[config.mk]
export PLATFORM = sky130hd
export DESIGN_NAME = sprite_engine
export DESIGN_NICKNAME = d
export VERILOG_FILES = /design/src/rtl/sprite_pkg.sv /design/src/rtl/sprite_hit.sv /design/src/rtl/sprite_engine.sv
export SDC_FILE = /design/constraint.sdc
export NUM_CORES = 1
export LEC_CHECK = 0
export ABC_AREA = 1
export BUFFER_PORTS_ARGS = -buffer_cell sky130_fd_sc_hd__buf_2
export CAP_MARGIN = 40
export CORE_UTILIZATION = 45
export CTS_CLUSTER_SIZE = 40
export DETAILED_ROUTE_END_ITERATION = 16
export GPL_TIMING_DRIVEN = 0
export HOLD_SLACK_MARGIN = 0.15
export REMOVE_ABC_BUFFERS = 1
export SYNTH_ARGS = -nofsm -noshare
export SYNTH_HDL_FRONTEND = slang
export SYNTH_SLANG_ARGS = --single-unit
[constraint.sdc]
create_clock -name clk -period 8.9 [get_ports clk]
set_input_delay 0.445 -clock clk [delete_from_list [all_inputs] [get_ports clk]]
set_output_delay 0.445 -clock clk [all_outputs]
set_load 0.03 [all_outputs]
[src/rtl/sprite_pkg.sv]
// rtl/sprite_pkg.sv - shared constants and state encoding for the sprite engine
package sprite_pkg;

    localparam int SCREEN_W_DEF = 1024;
    localparam int SCREEN_H_DEF = 768;
    localparam int COLOR_W      = 24;

    typedef enum logic {
        IDLE   = 1'b0,
        UPDATE = 1'b1
    } state_e;

    // Velocity reversal on a bounce; -8 has no positive twin so it becomes +7.
    function automatic logic signed [3:0] neg_vel(input logic signed [3:0] v);
        return (v == 4'sb1000) ? 4'sd7 : -v;
    endfunction

endpackage

[src/rtl/sprite_hit.sv]
// rtl/sprite_hit.sv - coverage test of one square sprite against the current pixel
module sprite_hit #(
    parameter int SIZE = 64
) (
    input  logic        en_i,
    input  logic [10:0] x_i,
    input  logic [9:0]  y_i,
    input  logic [10:0] hcount_i,
    input  logic [9:0]  vcount_i,
    output logic        hit_o
);

    logic [11:0] x_end;
    logic [10:0] y_end;

    // One extra bit on the far edge so sprites near the top of the range never wrap.
    assign x_end = {1'b0, x_i} + 12'(SIZE);
    assign y_end = {1'b0, y_i} + 11'(SIZE);

    assign hit_o = en_i
                && (hcount_i >= x_i) && ({1'b0, hcount_i} < x_end)
                && (vcount_i >= y_i) && ({1'b0, vcount_i} < y_end);

endmodule

[src/rtl/sprite_engine.sv]
// rtl/sprite_engine.sv - multi-sprite renderer with per-frame motion, bounce and collision flags
module sprite_engine
    import sprite_pkg::*;
#(
    parameter int NUM_SPRITES = 4,
    parameter int SIZE        = 64,
    parameter int SCREEN_W    = SCREEN_W_DEF,
    parameter int SCREEN_H    = SCREEN_H_DEF,
    // Sprite 0 occupies the low 24 bits.
    parameter logic [COLOR_W*NUM_SPRITES-1:0] COLORS =
        {24'hFF_FF_00, 24'h00_00_FF, 24'h00_FF_00, 24'hFF_00_FF},
    localparam int ID_W = (NUM_SPRITES > 1) ? $clog2(NUM_SPRITES) : 1
) (
    input  logic                   clk,
    input  logic                   reset_n,
    input  logic [10:0]            hcount,
    input  logic [9:0]             vcount,
    input  logic                   frame_start,
    input  logic                   cfg_valid,
    output logic                   cfg_ready,
    input  logic [ID_W-1:0]        cfg_id,
    input  logic [10:0]            cfg_x,
    input  logic [9:0]             cfg_y,
    input  logic signed [3:0]      cfg_vx,
    input  logic signed [3:0]      cfg_vy,
    input  logic                   cfg_en,
    output logic [COLOR_W-1:0]     pixel,
    output logic                   occupied,
    output logic [ID_W-1:0]        hit_id,
    output logic [NUM_SPRITES-1:0] collision,
    output logic                   collision_valid,
    output logic                   overrun
);

    localparam logic signed [11:0] X_MAX = 12'(SCREEN_W - SIZE);
    localparam logic signed [11:0] Y_MAX = 12'(SCREEN_H - SIZE);

    state_e                state_q;
    logic [ID_W-1:0]       idx_q;
    logic                  overrun_q;
    logic [10:0]           x_q  [NUM_SPRITES];
    logic [9:0]            y_q  [NUM_SPRITES];
    logic signed [3:0]     vx_q [NUM_SPRITES];
    logic signed [3:0]     vy_q [NUM_SPRITES];
    logic [NUM_SPRITES-1:0] en_q;

    logic [COLOR_W-1:0]     pixel_q;
    logic                   occupied_q;
    logic [ID_W-1:0]        hit_id_q;
    logic [NUM_SPRITES-1:0] collision_q;
    logic [NUM_SPRITES-1:0] coll_acc_q;
    logic                   collision_valid_q;

    logic                   cfg_id_ok;
    logic [10:0]            cur_x;
    logic [9:0]             cur_y;
    logic signed [3:0]      cur_vx;
    logic signed [3:0]      cur_vy;
    logic signed [11:0]     nx;
    logic signed [11:0]     ny;
    logic [10:0]            upd_x_d;
    logic [9:0]             upd_y_d;
    logic signed [3:0]      upd_vx_d;
    logic signed [3:0]      upd_vy_d;

    logic [NUM_SPRITES-1:0] hits;
    logic                   any_hit;
    logic                   multi_hit;
    logic [ID_W-1:0]        win_id;
    logic [COLOR_W-1:0]     win_color;

    assign cfg_ready = (state_q == IDLE) && !frame_start;
    assign cfg_id_ok = (int'(cfg_id) < NUM_SPRITES);

    // Motion step for the sprite currently selected by the update index.
    assign cur_x  = x_q[idx_q];
    assign cur_y  = y_q[idx_q];
    assign cur_vx = vx_q[idx_q];
    assign cur_vy = vy_q[idx_q];
    assign nx     = $signed({1'b0, cur_x}) + 12'(cur_vx);
    assign ny     = $signed({2'b00, cur_y}) + 12'(cur_vy);

    always_comb begin
        upd_x_d  = nx[10:0];
        upd_vx_d = cur_vx;
        if (nx[11]) begin
            upd_x_d  = '0;
            upd_vx_d = neg_vel(cur_vx);
        end else if (nx > X_MAX) begin
            upd_x_d  = X_MAX[10:0];
            upd_vx_d = neg_vel(cur_vx);
        end
    end

    always_comb begin
        upd_y_d  = ny[9:0];
        upd_vy_d = cur_vy;
        if (ny[11]) begin
            upd_y_d  = '0;
            upd_vy_d = neg_vel(cur_vy);
        end else if (ny > Y_MAX) begin
            upd_y_d  = Y_MAX[9:0];
            upd_vy_d = neg_vel(cur_vy);
        end
    end

    always_ff @(posedge clk or negedge reset_n) begin
        if (!reset_n) begin
            state_q   <= IDLE;
            idx_q     <= '0;
            overrun_q <= 1'b0;
            en_q      <= '0;
            for (int i = 0; i < NUM_SPRITES; i++) begin
                x_q[i]  <= '0;
                y_q[i]  <= '0;
                vx_q[i] <= '0;
                vy_q[i] <= '0;
            end
        end else begin
            if (frame_start && state_q == UPDATE) begin
                overrun_q <= 1'b1;
            end
            case (state_q)
                IDLE: begin
                    if (frame_start) begin
                        state_q <= UPDATE;
                        idx_q   <= '0;
                    end else if (cfg_valid && cfg_id_ok) begin
                        x_q[cfg_id]  <= cfg_x;
                        y_q[cfg_id]  <= cfg_y;
                        vx_q[cfg_id] <= cfg_vx;
                        vy_q[cfg_id] <= cfg_vy;
                        en_q[cfg_id] <= cfg_en;
                    end
                end
                UPDATE: begin
                    if (en_q[idx_q]) begin
                        x_q[idx_q]  <= upd_x_d;
                        y_q[idx_q]  <= upd_y_d;
                        vx_q[idx_q] <= upd_vx_d;
                        vy_q[idx_q] <= upd_vy_d;
                    end
                    if (idx_q == ID_W'(NUM_SPRITES - 1)) begin
                        state_q <= IDLE;
                        idx_q   <= '0;
                    end else begin
                        idx_q <= idx_q + 1'b1;
                    end
                end
            endcase
        end
    end

    for (genvar g = 0; g < NUM_SPRITES; g++) begin : g_hit
        sprite_hit #(
            .SIZE (SIZE)
        ) u_hit (
            .en_i     (en_q[g]),
            .x_i      (x_q[g]),
            .y_i      (y_q[g]),
            .hcount_i (hcount),
            .vcount_i (vcount),
            .hit_o    (hits[g])
        );
    end

    // Walk downwards so the lowest covering index is the one left standing.
    always_comb begin
        win_id    = '0;
        win_color = '0;
        for (int i = NUM_SPRITES - 1; i >= 0; i--) begin
            if (hits[i]) begin
                win_id    = ID_W'(i);
                win_color = COLORS[i*COLOR_W +: COLOR_W];
            end
        end
    end

    assign any_hit   = |hits;
    assign multi_hit = |(hits & (hits - 1'b1));

    always_ff @(posedge clk or negedge reset_n) begin
        if (!reset_n) begin
            pixel_q           <= '0;
            occupied_q        <= 1'b0;
            hit_id_q          <= '0;
            collision_q       <= '0;
            coll_acc_q        <= '0;
            collision_valid_q <= 1'b0;
        end else begin
            pixel_q           <= any_hit ? win_color : '0;
            occupied_q        <= any_hit;
            hit_id_q          <= any_hit ? win_id : '0;
            collision_valid_q <= frame_start;
            if (frame_start) begin
                collision_q <= coll_acc_q;
                coll_acc_q  <= multi_hit ? hits : '0;
            end else if (multi_hit) begin
                coll_acc_q <= coll_acc_q | hits;
            end
        end
    end

    assign pixel           = pixel_q;
    assign occupied        = occupied_q;
    assign hit_id          = hit_id_q;
    assign collision       = collision_q;
    assign collision_valid = collision_valid_q;
    assign overrun         = overrun_q;

endmodule

# Word-level counts from Yosys, hierarchy flattened
# Cells that the tools add are included.
[classes]
n_reduce_logical = 27
n_eq_ne = 7
div = 0
n_shift = 0
mul = 0
n_lt_le_gt_ge = 25
mux = 82
bitwise_logic = 6
n_addsub = 14
[op_table]
columns = ["op", "count"]
rows = [
  ["44-bit 2-to-1 mux", 3],
  ["24-bit 2-to-1 mux", 5],
  ["40-bit 2-to-1 mux", 3],
  ["16-bit 2-to-1 mux", 6],
  ["44-bit bitwise mux", 2],
  ["44-bit case mux with 2 select lines", 1],
  ["40-bit bitwise mux", 2],
  ["40-bit case mux with 2 select lines", 1],
  ["11-bit 2-to-1 mux", 6],
  ["16-bit bitwise mux", 4],
  ["16-bit case mux with 2 select lines", 2],
  ["10-bit 2-to-1 mux", 6],
  ["4-bit 2-to-1 mux", 15],
  ["11-bit by 7-bit adder with 12-bit output, second input constant", 4],
  ["11-bit by 12-bit less-than comparator with 1-bit output", 4],
  ["10-bit by 7-bit adder with 11-bit output, second input constant", 4],
  ["11-bit demux with 2-bit select", 2],
  ["11-bit greater-or-equal comparator", 4],
  ["10-bit by 11-bit less-than comparator with 1-bit output", 4],
  ["10-bit demux with 2-bit select", 2],
  ["10-bit greater-or-equal comparator", 4],
  ["12-bit by 11-bit > comparator with 1-bit output, second input constant", 2],
  ["11-bit binary-select mux with 2-bit select", 1],
  ["1-bit logical AND", 21],
  ["other kinds (31)", 53],
]
[totals]
ff_bits = 160
ram_bits = 0
n_memories = 0
in_bits = 57
out_inout_bits = 34
latchBits = 0
mem_bits_ro = 0
elab_cells = 187

# Depth between registers and ports, before layout
[depth]
word_depth = 11
ltp_mapped = 26
ltp_nobuf = 23

# Hierarchy
# From an unflattened synthesis, not the netlist that was laid out.
[hier_totals]
hier_cells = 1968
area_unflattened_um2 = 13011.2
[by_module_without_submodules]
columns = ["module", "area_per_inst_um2", "n_inst", "cells_per_inst", "seq_area_each_um2"]
rows = [
  ["sprite_engine", 9012.4, 1, 1300, 3453.3],
  ["sprite_hit", 999.7, 4, 167, 0.0],
]

# Least setup slack after synthesis
# No wires, ideal clock.
[synth_timing]
path_type = "register to register"
startpoint = "reg idx_q[0]"
endpoint = "reg y_q[38] (netlist name)"
n_path_buf = 5
setup_time_ns = 0.082
slack_ns = 5.088
stages_incl_launch_ff = 23
arrival_time_ns = 3.730
required_time_ns = 8.818
path_cell_list = "dfrtp_1 inv_2 clkbuf_1 clkbuf_1 clkbuf_1 o21ai_0 o22ai_1 ha_1 inv_1 fa_1 inv_1 or2_2 nor2_1 nand3_1 nor2_1 nand3_1 nor2_2 o21ai_4 inv_2 buf_6 buf_6 nand3_1 a22oi_2"
[synth_via]
elab_chain_cells = 11
elab_cells_between_ends = 23
cone_classes = "1 x add/sub; 3 x order compare; 1 x eq/ne; 15 x mux; 1 x bitwise; 2 x reduce/logical"
[synth_rtl]
columns = ["element", "line", "rtl"]
rows = [
  ["start, declared", "sprite_engine.sv:39", "logic [ID_W-1:0] idx_q;"],
  ["start signal, assigned", "sprite_engine.sv:147", "idx_q <= idx_q + 1'b1;"],
  ["2-bit NOT with 3-bit output (implied by the code)", "sprite_engine.sv:77, sprite_engine.sv:79, sprite_engine.sv:139", ""],
  ["10-bit binary-select mux with 2-bit select / 4-bit binary-select mux with 2-bit select (equally long branches)", "sprite_engine.sv:77, sprite_engine.sv:79", ""],
  ["10-bit 2-to-1 mux (implied by the code) / 4-bit 2-to-1 mux (equally long branches) (2 in series)", "sprite_engine.sv:77, sprite_engine.sv:79", ""],
  ["11-bit by 4-bit adder with 12-bit output", "sprite_engine.sv:81", "assign ny = $signed({2'b00, cur_y}) + 12'(cur_vy);"],
  ["12-bit by 11-bit > comparator with 1-bit output", "sprite_engine.sv:101", "end else if (ny > Y_MAX) begin"],
  ["10-bit 2-to-1 mux", "sprite_engine.sv:101", ""],
  ["10-bit 2-to-1 mux", "sprite_engine.sv:98", "if (ny[11]) begin"],
  ["40-bit bitwise mux", "sprite_engine.sv:139", "y_q[idx_q] <= upd_y_d;"],
  ["40-bit 2-to-1 mux", "sprite_engine.sv:137", "if (en_q[idx_q]) begin"],
  ["40-bit case mux with 2 select lines", "sprite_engine.sv:123", "case (state_q)"],
  ["end signal, assigned by index", "sprite_engine.sv:130", "y_q[cfg_id] <= cfg_y;"],
  ["end signal, assigned by index", "sprite_engine.sv:139", ""],
  ["end, declared", "sprite_engine.sv:42", "logic [9:0] y_q [NUM_SPRITES];"],
]
# Several ways; a longest one is shown, not always the timed one. The select of a mux whose other input is x is not followed.
# A chain may end at the register's enable or synchronous reset.

# Worst setup path in the final report
[layout_timing]
startpoint = "reg idx_q[0]"
endpoint = "reg vy_q[13] (netlist name)"
[layout_via]
elab_chain_cells = 11
elab_cells_between_ends = 26
cone_classes = "2 x add/sub; 3 x order compare; 2 x eq/ne; 16 x mux; 1 x bitwise; 2 x reduce/logical"
[layout_rtl]
columns = ["element", "line", "rtl"]
rows = [
  ["2-bit NOT with 3-bit output (implied by the code)", "sprite_engine.sv:77, sprite_engine.sv:79, sprite_engine.sv:141", ""],
  ["10-bit binary-select mux with 2-bit select / 4-bit binary-select mux with 2-bit select (equally long branches)", "sprite_engine.sv:77, sprite_engine.sv:79", ""],
  ["10-bit 2-to-1 mux (implied by the code) / 4-bit 2-to-1 mux (equally long branches) (2 in series)", "sprite_engine.sv:77, sprite_engine.sv:79", ""],
  ["11-bit by 4-bit adder with 12-bit output, or another cell as far along", "sprite_engine.sv:81", ""],
  ["12-bit by 11-bit > comparator with 1-bit output / 4-bit 2-to-1 mux (equally long branches)", "sprite_engine.sv:101, sprite_pkg.sv:15", ""],
  ["4-bit 2-to-1 mux", "sprite_engine.sv:101", ""],
  ["4-bit 2-to-1 mux", "sprite_engine.sv:98", ""],
  ["16-bit bitwise mux", "sprite_engine.sv:141", "vy_q[idx_q] <= upd_vy_d;"],
  ["16-bit 2-to-1 mux", "sprite_engine.sv:137", ""],
  ["16-bit case mux with 2 select lines", "sprite_engine.sv:123", ""],
  ["end signal, assigned by index", "sprite_engine.sv:132", "vy_q[cfg_id] <= cfg_vy;"],
  ["end signal, assigned by index", "sprite_engine.sv:141", ""],
  ["end, declared", "sprite_engine.sv:44", "logic signed [3:0] vy_q [NUM_SPRITES];"],
]
# Several ways; a longest one is shown, not always the timed one. The select of a mux whose other input is x is not followed.

==> results.cfg <==
[outcome]
status = finished clean

[synth]
synth_common_cells = nand2_1, a21oi_1, inv_1
synthesis.area_um2 = 12500
syn_inst = 1803
async_flop_share_pct = 100
synth_top_area_share_pct = 27.6
yosysSeqAreaShare_pct = 27.6
yosysMostFrequentCell = nand2_1
synthTopCellsByArea = dfrtp_1, ha_1, a21oi_1
synth_area_leader_cell = dfrtp_1
synth_warnings = 0
yosysUniqueCellTypes = 44
syn_avg_cell_area_um2 = 6.95
synth-seq-cells = 138
synth_edf_count = 0
synth_ff_type = dfrtp_1

[sta]
rsz0062_at_grt = false
drv_slew = 0
finalHoldViolations = 0
setup_violations = 0
fin_skew_ns = 0.0162
fmax_mhz = 186
min_period_ns = 5.38
holdWs_ns = 0.194
fin_crit_sh_pct = 60.4
worst_pin_slew_ns = 0.964
slew_headroom_pct = 35.6
setup_slack_ns = 3.52

[clock_tree]
htreeDepth = 4
cts-resized-gates = 0
cts_sinks = 138
clkLatencyLatePin_ns = 0.44
tritoncts = done
clkSlewWorstSetupHoldPaths_ns = 0.07
cts_max_path_buffers = 2
root_buffer = clkbuf_16
cts_made_buffers = 17

[final_layout]
drive_gt1_share_pct = 9.28
diodes = 0
fin_util_pct = 51.2
fill_cells = 2729
area_growth_pct = 10.7
multi_input_area_um2 = 7840
finish.net_count = 2055
seqCellArea_um2 = 3450

[floorplan]
fp-row-count = 60
dieArea_um2 = 28500
io_pins = 91
initial_core_util_pct = 46.2
fp.dieH_um = 169
fp.dieW_um = 169
coreArea_um2 = 27100

[flow_run]
drv_cap = 0

[critical_path]
worstRegToRegCells = 24
required_ns = 9.21
cp-end-kind = flop
r2r_slack_ns = 3.52
arrival_ns = 5.69
r2r_end = vy_q[13]
cp_max_fo = 42
start_kind = flop
r2r-start = idx_q[0]
crit_type = flop to flop

[global_route]
antenna_found_initial = 0
grt_pass1_vias = 12000
overflow = 0
grt_pass1_wl_mm = 66.2
grt_usage_pct = 30.2
grt_max_degree = 71

[routing]
drt_pass1_iterations = 6
post_drt_wl_per_cell_um = 19.1
wl_mm = 42.5
drt-initial-drc-count = 1207
ant_nets = 0
viasPerCell = 5.77
num_vias = 12800
drc = 0

[placement]
gp_congestion = 0.904
hpwl_mm = 30.2
port-buffer-count = 90
post-place-ws_ns = 3.71

[worst_hold_path]
hold_depth = 1
hp-class = input pin to flop
worstHoldStart = frame_start
hold_end = collision_valid
## timing repair
action                                 CTS  global route
hold buffers                             1             0
setup buffers                            0             0
endpoints found under the hold margin   68             0
## kinds of logic after synthesis
family | Yosys count | share of synthesized area, %
adders and majority gates | 158 | 15.9
DFF | 138 | 27.6
buffers and inverters | 306 | 10.1
xor gates and xnor gates | 24 | 1.68
and+or+nand+nor | 708 | 23.8
AOI/OAI and AO/OA | 469 | 21.0
## stage by stage
stage               instance area (µm²)  cells  TNS (ns)
finish                            13900   2225         0
global route                      13900   2225         0
CTS                               13900   2224         0
detailed placement                13300   2191         0
global placement                  13000   2177    -12.19
floorplan                         12100   1715         0
## routing by layer
metal,share of wire [%],vias up,global-route usage (%)
met3,9.0,87,5.31
met1,44,5997,41.7
met4,2.7,0,10.5
met5,0,-,0
met2,44,576,47.4
li1,-,6180,-
## flip-flops by register name, summed over array words and instances, names as in the netlist
signal	cells
coll_acc_q	4
y_q	40
hit_id	2
overrun	1
idx_q	2
vx_q	16
collision_valid	1
x_q	44
pixel	2
collision	4
state_q	1
vy_q	16
occupied	1
en_q	4
## worst max-delay path, cell delays in order (launching register included)
cell	delay, ns
dfrtp_2	0.63
buf_12	0.27
inv_2	0.70
buf_12	0.28
nand2_1	0.07
a32oi_1	0.42
ha_1	0.30
inv_1	0.07
fa_1	0.40
inv_1	0.12
nand3_1	0.10
nand2_1	0.13
nand2_1	0.09
nand2_1	0.06
nand2_1	0.04
nand2_1	0.11
inv_1	0.18
nand2_1	0.11
nand2_1	0.06
nor2_2	0.14
o21ai_4	0.11
inv_2	0.45
nand2_2	0.16
nand3_1	0.13
a21oi_1	0.08
## cell type report
type	instances	area share, %
Multi-Input combinational cell	1359	56.5
Timing Repair Buffer	106	5.25
Inverter	218	5.90
Sequential cell	138	24.9
Clock inverter	14	0.965
Clock buffer	18	3.16
Tap cell	372	3.35
## placed cells by master, fill, tap and decap left out, types with 8 or more instances in the layout
master | Yosys | routed
nor3_1 | 13 | 12
clkbuf_16 | 0 | 17
inv_2 | 9 | 12
a22oi_1 | 54 | 54
nand4_1 | 27 | 27
nand2_1 | 358 | 356
nor2_1 | 148 | 148
o21ai_0 | 67 | 67
a211oi_1 | 8 | 8
o211ai_1 | 9 | 9
ha_1 | 156 | 156
inv_1 | 208 | 205
a21oi_1 | 295 | 295
dfrtp_1 | 138 | 137
nand3_1 | 138 | 138
nor4_1 | 9 | 9
buf_2 | 12 | 90
xnor2_1 | 11 | 11
xor2_1 | 13 | 13
## worst max-delay path by stage
stage / depth (start not counted) / end / from
detailed placement: 24 / vy_q[13] / idx_q[0]
CTS: 24 / vy_q[13] / idx_q[0]
global route: 17 / x_q[1] / idx_q[0]
finish: 24 / vy_q[13] / idx_q[0]
floorplan: 18 / x_q[1] / idx_q[0]
global placement: 7 / vx_q[1] / cfg_id[0]
Power is left out: the tool's default activity adds up to more than one toggle a clock period on the data nets, which glitch-free logic cannot reach.
